$ cat src/rtl/regfile_wr_scoreboard.sv
// Writeback decoder and pending-write scoreboard for a 2**ADDR_W entry register file.
// Produces a registered one-hot write enable plus read-operand hazard and WAW flags.
module regfile_wr_scoreboard #(
    parameter int ADDR_W   = 5,
    parameter int ZERO_REG = 31,
    parameter int ZERO_EN  = 1
) (
    input  logic                    clk,
    input  logic                    reset,
    input  logic                    wr_en,
    input  logic [ADDR_W-1:0]       wr_addr,
    output logic [(1<<ADDR_W)-1:0]  wr_sel,
    input  logic                    iss_valid,
    input  logic [ADDR_W-1:0]       iss_addr,
    input  logic [ADDR_W-1:0]       rd_addr_a,
    input  logic [ADDR_W-1:0]       rd_addr_b,
    output logic [(1<<ADDR_W)-1:0]  pend,
    output logic                    hazard_a,
    output logic                    hazard_b,
    output logic                    waw,
    output logic [ADDR_W:0]         pend_count
);

    localparam int NREG = 1 << ADDR_W;
    localparam logic [ADDR_W-1:0] ZERO_ADDR = ADDR_W'(ZERO_REG);

    logic [NREG-1:0] wr_sel_next;
    logic [NREG-1:0] set_vec;
    logic [NREG-1:0] clr_vec;
    logic [NREG-1:0] pend_next;

    // True when the address names the hardwired zero register and suppression is enabled.
    function automatic logic zsup(input logic [ADDR_W-1:0] addr);
        return (ZERO_EN != 0) && (addr == ZERO_ADDR);
    endfunction

    // NOTE: every always_comb output gets a default first so no path can infer a latch.
    always_comb begin
        wr_sel_next = '0;
        clr_vec     = '0;
        set_vec     = '0;
        if (wr_en) begin
            clr_vec[wr_addr] = 1'b1;
            if (!zsup(wr_addr)) begin
                wr_sel_next[wr_addr] = 1'b1;
            end
        end
        if (iss_valid && !zsup(iss_addr)) begin
            set_vec[iss_addr] = 1'b1;
        end
    end

    // Set beats clear: a new producer issuing while the old one writes back stays outstanding.
    assign pend_next = set_vec | (pend & ~clr_vec);

    // NOTE: sequential state uses non-blocking assignments so all flops update from pre-edge values.
    always_ff @(posedge clk) begin
        if (reset) begin
            wr_sel <= '0;
            pend   <= '0;
        end else begin
            wr_sel <= wr_sel_next;
            pend   <= pend_next;
        end
    end

    // A same-cycle writeback bypasses the hazard: the regfile writes before it is read.
    assign hazard_a = pend[rd_addr_a] && !(wr_en && (wr_addr == rd_addr_a)) && !zsup(rd_addr_a);
    assign hazard_b = pend[rd_addr_b] && !(wr_en && (wr_addr == rd_addr_b)) && !zsup(rd_addr_b);
    assign waw      = iss_valid && pend[iss_addr] && !zsup(iss_addr)
                      && !(wr_en && (wr_addr == iss_addr));

    always_comb begin
        pend_count = '0;
        for (int i = 0; i < NREG; i++) begin
            pend_count = pend_count + {{ADDR_W{1'b0}}, pend[i]};
        end
    end

endmodule

$ cat config.mk
export PLATFORM = sky130hd
export DESIGN_NAME = regfile_wr_scoreboard
export DESIGN_NICKNAME = d
export VERILOG_FILES = /design/src/rtl/regfile_wr_scoreboard.sv
export SDC_FILE = /design/constraint.sdc
export NUM_CORES = 1
export LEC_CHECK = 0
export CORE_MARGIN = 5
export CORE_UTILIZATION = 55
export CTS_CLUSTER_DIAMETER = 150
export DETAILED_ROUTE_END_ITERATION = 7
export DONT_BUFFER_PORTS = 1
export PLACE_DENSITY = 0.71
export SLEW_MARGIN = 20
export SYNTH_ARGS = -nofsm -noshare
export SYNTH_HDL_FRONTEND = slang
export SYNTH_SLANG_ARGS = --single-unit
$ cat constraint.sdc
create_clock -name clk -period 5.57 [get_ports clk]
set_clock_uncertainty 0.1 [all_clocks]
set_input_delay 0.8355 -clock clk [delete_from_list [all_inputs] [get_ports clk]]
set_output_delay 0.8355 -clock clk [all_outputs]
set_load 0.05 [all_outputs]
-- Word level (Yosys, flattened, before mapping)
Cells that the tools add are included.
Widths: inputs -> output; s select.
- RAM bits: 0
- latch bits: 0
- register bits: 64
- bits in read-only memories: 0
- memories: 0
- logic and storage cells: 82
- bitwise gates (word level): 4
- muxes and demuxes: 12
- $lt $le $gt $ge: 6
- $add $sub $neg: 31
- reductions and logical operators: 20
- shift-type cells: 0
- equal/unequal tests: 7
- div/mod/pow operators: 0
- $mul: 0
- operators with widths (cell ; count):
    $add 6x1->6 ; 26
    $mux 32 ; 2
    $and 32x32->32 ; 1
    $not 32->32 ; 1
    $or 32x32->32 ; 1
    $lt 5x6->1 const B ; 4
    $eq 5x5->1 const B ; 4
    $bmux 1 s5 ; 3
    $eq 5x5->1 ; 3
    $logic_and 1x1->1 ; 13
    $demux 1 s5 ; 2
    $ge 5x1->1 const B ; 2
    $add 5x1->6 ; 1
    $logic_not 1->1 ; 6
    $add 4x1->5 ; 1
    $mux 1 ; 5
    $add 3x1->4 ; 1
    $add 2x1->3 ; 1
    $reduce_or 3->1 ; 1
    $add 1x1->2 ; 1
    $not 1->1 ; 1

-- Depth between registers and ports, before layout
Gate-level depths: netlist (run 1).
- word-level depth: 31
- gate-level depth with buffers: 17
- depth with buffers taken out: 17

-- Worst setup path after synthesis (run 1)
Ideal clock, no wire load.
- kind: reg-to-output
- start: register pend[0]
- end: output pend_count[4]
- arrival time: 5.167 ns
- cell stages (with the launch flop): 14
- setup slack: -0.532 ns
- data required time: 4.635 ns
- path buffers: 0
- cell sequence: dfxtp_1 -> inv_1 -> fa_1 -> fa_1 -> fa_1 -> fa_1 -> fa_1 -> fa_1 -> inv_1 -> ha_1 -> fa_1 -> a21o_1 -> a21oi_1 -> xnor2_1
- cells in the longest elaborated chain, start to end: 31
- ends and longest elaborated chain (what ; line ; RTL):
    start: declaration ; 17 ; output logic [(1<<ADDR_W)-1:0] pend,
    start signal: assignment ; 63 ; pend <= pend_next;
    $add 1x1->2 ; 76 ; pend_count = pend_count + {{ADDR_W{1'b0}}, pend[i]};
    $add 2x1->3 ; 76 ;
    $add 3x1->4 ; 76 ;
    $add 4x1->5 ; 76 ;
    $add 5x1->6 ; 76 ;
    $add 6x1->6 (26 in series) ; 76 ;
    end: declaration ; 21 ; output logic [ADDR_W:0] pend_count
No other way between the ends.

-- Worst setup path after layout (run 1)
- start: register pend[17]
- end: output pend_count[4]
- cells in the longest elaborated chain, start to end: 15
- ends and longest elaborated chain (what ; line):
    $add 6x1->6 (15 in series) ; 76
No other way between the ends.

==> flow_metrics.py, run 1 <==
metrics = {
    "critical_path": {
        "crit_top_cell": "fa_1",
        "endpoint_kind": "output port",
        "critPathSlowestCell": "fa_1",
        "worstSetupStartpointType": "flip-flop",
        "worstPathMaxFanout": 2,
        "setup.worst_path.start": "pend[17]",
        "cp-endpoint": "pend_count[4]",
        "path_class": "reg2out",
        "critPathTopFamily": "adder cells",
        "crit_chain": "fa_1, inv_2, fa_1, inv_1, fa_1, inv_2, fa_1, fa_1, fa_1, inv_2, ha_4, fa_2, a21o_1, a21oi_4, xnor2_4",
        "r2r_slack_ns": 4.16,
        "timing.rr.start": "pend[2]",
        "r2r_cells": 2,
        "worst-path-buf-inv": 4,
        "worstPathArrival_ns": 5.01,
        "required_ns": 4.63,
        "slowest_delay_ns": 0.55,
        "r2r-end": "pend[2]",
        "worst-path-stages": 15,
    },
    "sta": {
        "setup_viol": 5,
        "max_slew_margin_pct": 27.2,
        "fin_crit_sh_pct": 107,
        "worst_slew_pin_slew_ns": 1.11,
        "rsz0062_at_grt": "yes",
        "max_freq_mhz": 168,
        "layout_setup_ws_ns": -0.380,
        "min_period_ns": 5.95,
        "hold_viol_final": 0,
        "drv_slew": 0,
        "setup_tns_ns": -1.33,
        "holdWs_ns": 0.451,
    },
    "route": {
        "drt_iter0_drc": 374,
        "wire_per_inst_um": 22.0,
        "wirelength_um": 11900,
        "dr.pass1.iters": 6,
        "antenna_left": 0,
        "drc": 0,
        "vias": 3354,
        "via_per_inst": 6.20,
    },
    "clock_tree": {
        "clk_latency_ns": 0.34,
        "clk_pin_slew_ns": 0.08,
        "cts_root_buf": "clkbuf_8",
        "numClockSinks": 64,
        "htree_levels": 3,
        "cts-buffers-inserted": 9,
        "clk_path_buf_depth": 2,
        "hold_buffers": 0,
        "cts_tree": "built",
    },
    "floorplan": {
        "core_area_mm2": 0.00687,
        "dieArea_mm2": 0.00894,
        "ios": 97,
        "die_y_um": 94.6,
        "die_w_um": 94.6,
        "rows": 30,
        "start_util_pct": 57.3,
    },
    "placement": {
        "pre_cts_ws_ns": -0.0886,
        "gp_congestion": 0.968,
        "dpl.hpwl_um": 9020,
        "post_dp_cell_area_mm2": 0.00427,
        "io_buffers": 0,
    },
    "synth": {
        "dominantRegCellSynth": "dfxtp_1",
        "ys_seq_area_share_pct": 32.6,
        "synth_area_per_cell_um2": 9.23,
        "netlist_instances": 426,
        "synth_edf_count": 0,
        "async_flop_share_pct": 0,
        "netlist_area_mm2": 0.00393,
        "synth_seq_cells": 64,
        "syn-num-nets": 481,
        "yosysUniqueCellTypes": 44,
        "yosysWarnings": 0,
    },
    "run": {
        "cap_violations": 0,
    },
    "final_layout": {
        "area_growth_pct": 14.4,
        "fin_area_mm2": 0.00450,
        "fillCellCount": 541,
        "seqCellArea_mm2": 0.00132,
        "antenna_cells": 0,
        "multi_input_area_mm2": 0.00244,
        "drive_above_1_share_pct": 22.0,
        "nets": 495,
    },
    "power_and_ir_drop": {
        "p_per_area_mw_per_mm2": 213,
        "irDropWorstVdd_mv": 0.128,
        "power_leakage_nw": 1.75,
        "p_total_uw": 960,
    },
    "global_route": {
        "grt_pass1_vias": 3302,
        "grt_pass1_wl_um": 18200,
        "track_usage_pct": 27.8,
        "antenna_found_initial": 0,
        "grt-ovfl-total": 0,
        "grt_max_degree": 35,
    },
    "status": {
        "status": "finished, violations left",
        "violations": "negative setup slack",
    },
    "hold_path": {
        "hold_class": "in2reg",
    },
}
==> area by class of cell <==
class | instances | area share, %
multi-input cells | 289 | 54.3
well taps | 96 | 2.67
clock inverters | 7 | 1.20
inverters | 44 | 3.67
clock buffers | 9 | 2.75
flip-flops and latches | 64 | 29.4
repair buffers | 32 | 5.98
==> per-layer routing <==
metal | routed length, µm | vias up | share of wire, % | global-route usage, %
met4 | 457 | 0 | 3.8 | 10.9
met3 | 1460 | 42 | 12 | 10.9
li1 | - | 1480 | - | -
met2 | 5640 | 245 | 47 | 43.7
met5 | 0 | - | 0 | 0
met1 | 4330 | 1587 | 36 | 34.4
==> stage by stage <==
stage / util, % / std cells
final: 65.5 / 541
after global routing: 65.5 / 541
after CTS: 64.9 / 540
after detailed placement: 62.1 / 523
after global placement: 62.1 / 523
after floorplan: - / 426
==> flip-flops by register name, summed over array words and instances, names as in the netlist <==
register and flops:
pend 32, wr_sel 32
==> where the power goes <==
part | switching (mW) | internal (mW) | total, mW | leakage [nW]
combinational | 0.0777 | 0.0492 | 0.127 | 1.13
sequential | 0.0114 | 0.458 | 0.469 | 0.527
clock | 0.199 | 0.165 | 0.364 | 0.0905
==> cell usage in the layout, fill, tap and decap left out, drive strengths merged, types with 4 or more instances in the layout <==
cell     n
nand3b   6
dfxtp   64
ha       7
mux4    20
fa      24
a21oi   33
nand2   40
xnor2    5
nor2    39
nor3b    8
o21ai   33
xor2    13
clkbuf   9
nand3    9
a211oi   4
inv     47
buf     32
nor2b    7
==> cell usage after synthesis, types with 7 or more instances <==
master	count	share of area, %
buf_2	11	1.4
a21oi_1	33	4.2
nand2_1	40	3.8
fa_1	24	12
inv_1	44	4.2
o21ai_0	33	4.2
dfxtp_1	64	33
mux4_2	16	9.2
clkbuf_1	17	1.6
ha_1	7	2.2
nor2b_1	7	1.1
nor2_1	39	3.7
nand3_1	9	1.1
xor2_1	13	2.9
==> worst min path at each step <==
stage / slack (ns) / cells after the start / from / end
3_3_place_gp: 0.57 / 2 / pend[31] / pend[31]
2_1_floorplan: 0.48 / 2 / pend[5] / pend[5]
6_report: 0.45 / 1 / reset / pend[3]
4_1_cts: 0.44 / 1 / reset / pend[14]
3_5_place_dp: 0.57 / 2 / pend[31] / pend[31]
5_1_grt: 0.43 / 1 / reset / pend[13]
==> worst reg2reg max path, delay by kind of cell, from the launching register on <==
kind / cells / cell delay [ns]
DFF: 1 / 0.86
AOI/OAI and AO/OA: 2 / 0.38
==> timing repair <==
action                     in CTS  in global routing
setup buffers                   1                  2
gates resized for setup         5                  6
setup endpoints to repair       5                  5
pin swaps                      11                  3
==> logic make-up after synthesis <==
family                   count (synthesis)  share of synthesized area [%]
adder cells (fa/ha/maj)                 31                           14.4
other                                    1                         0.0953
multiplexers                            22                           12.3
buffers and inverters                   73                           7.51
AND/OR/NAND/NOR                        129                           16.2
flip-flops                              64                           32.6
XOR/XNOR                                18                           4.01
AO/OA/AOI/OAI                           88                           12.8
No activity file was read; power rests on OpenSTA's default activity.
==> run 2: changes to the inputs <==
Settings changed: CTS_CLUSTER_SIZE set to 24.
==> results of run 2 <==
No change in the layout: final DEF, timing and power equal those of run 1.
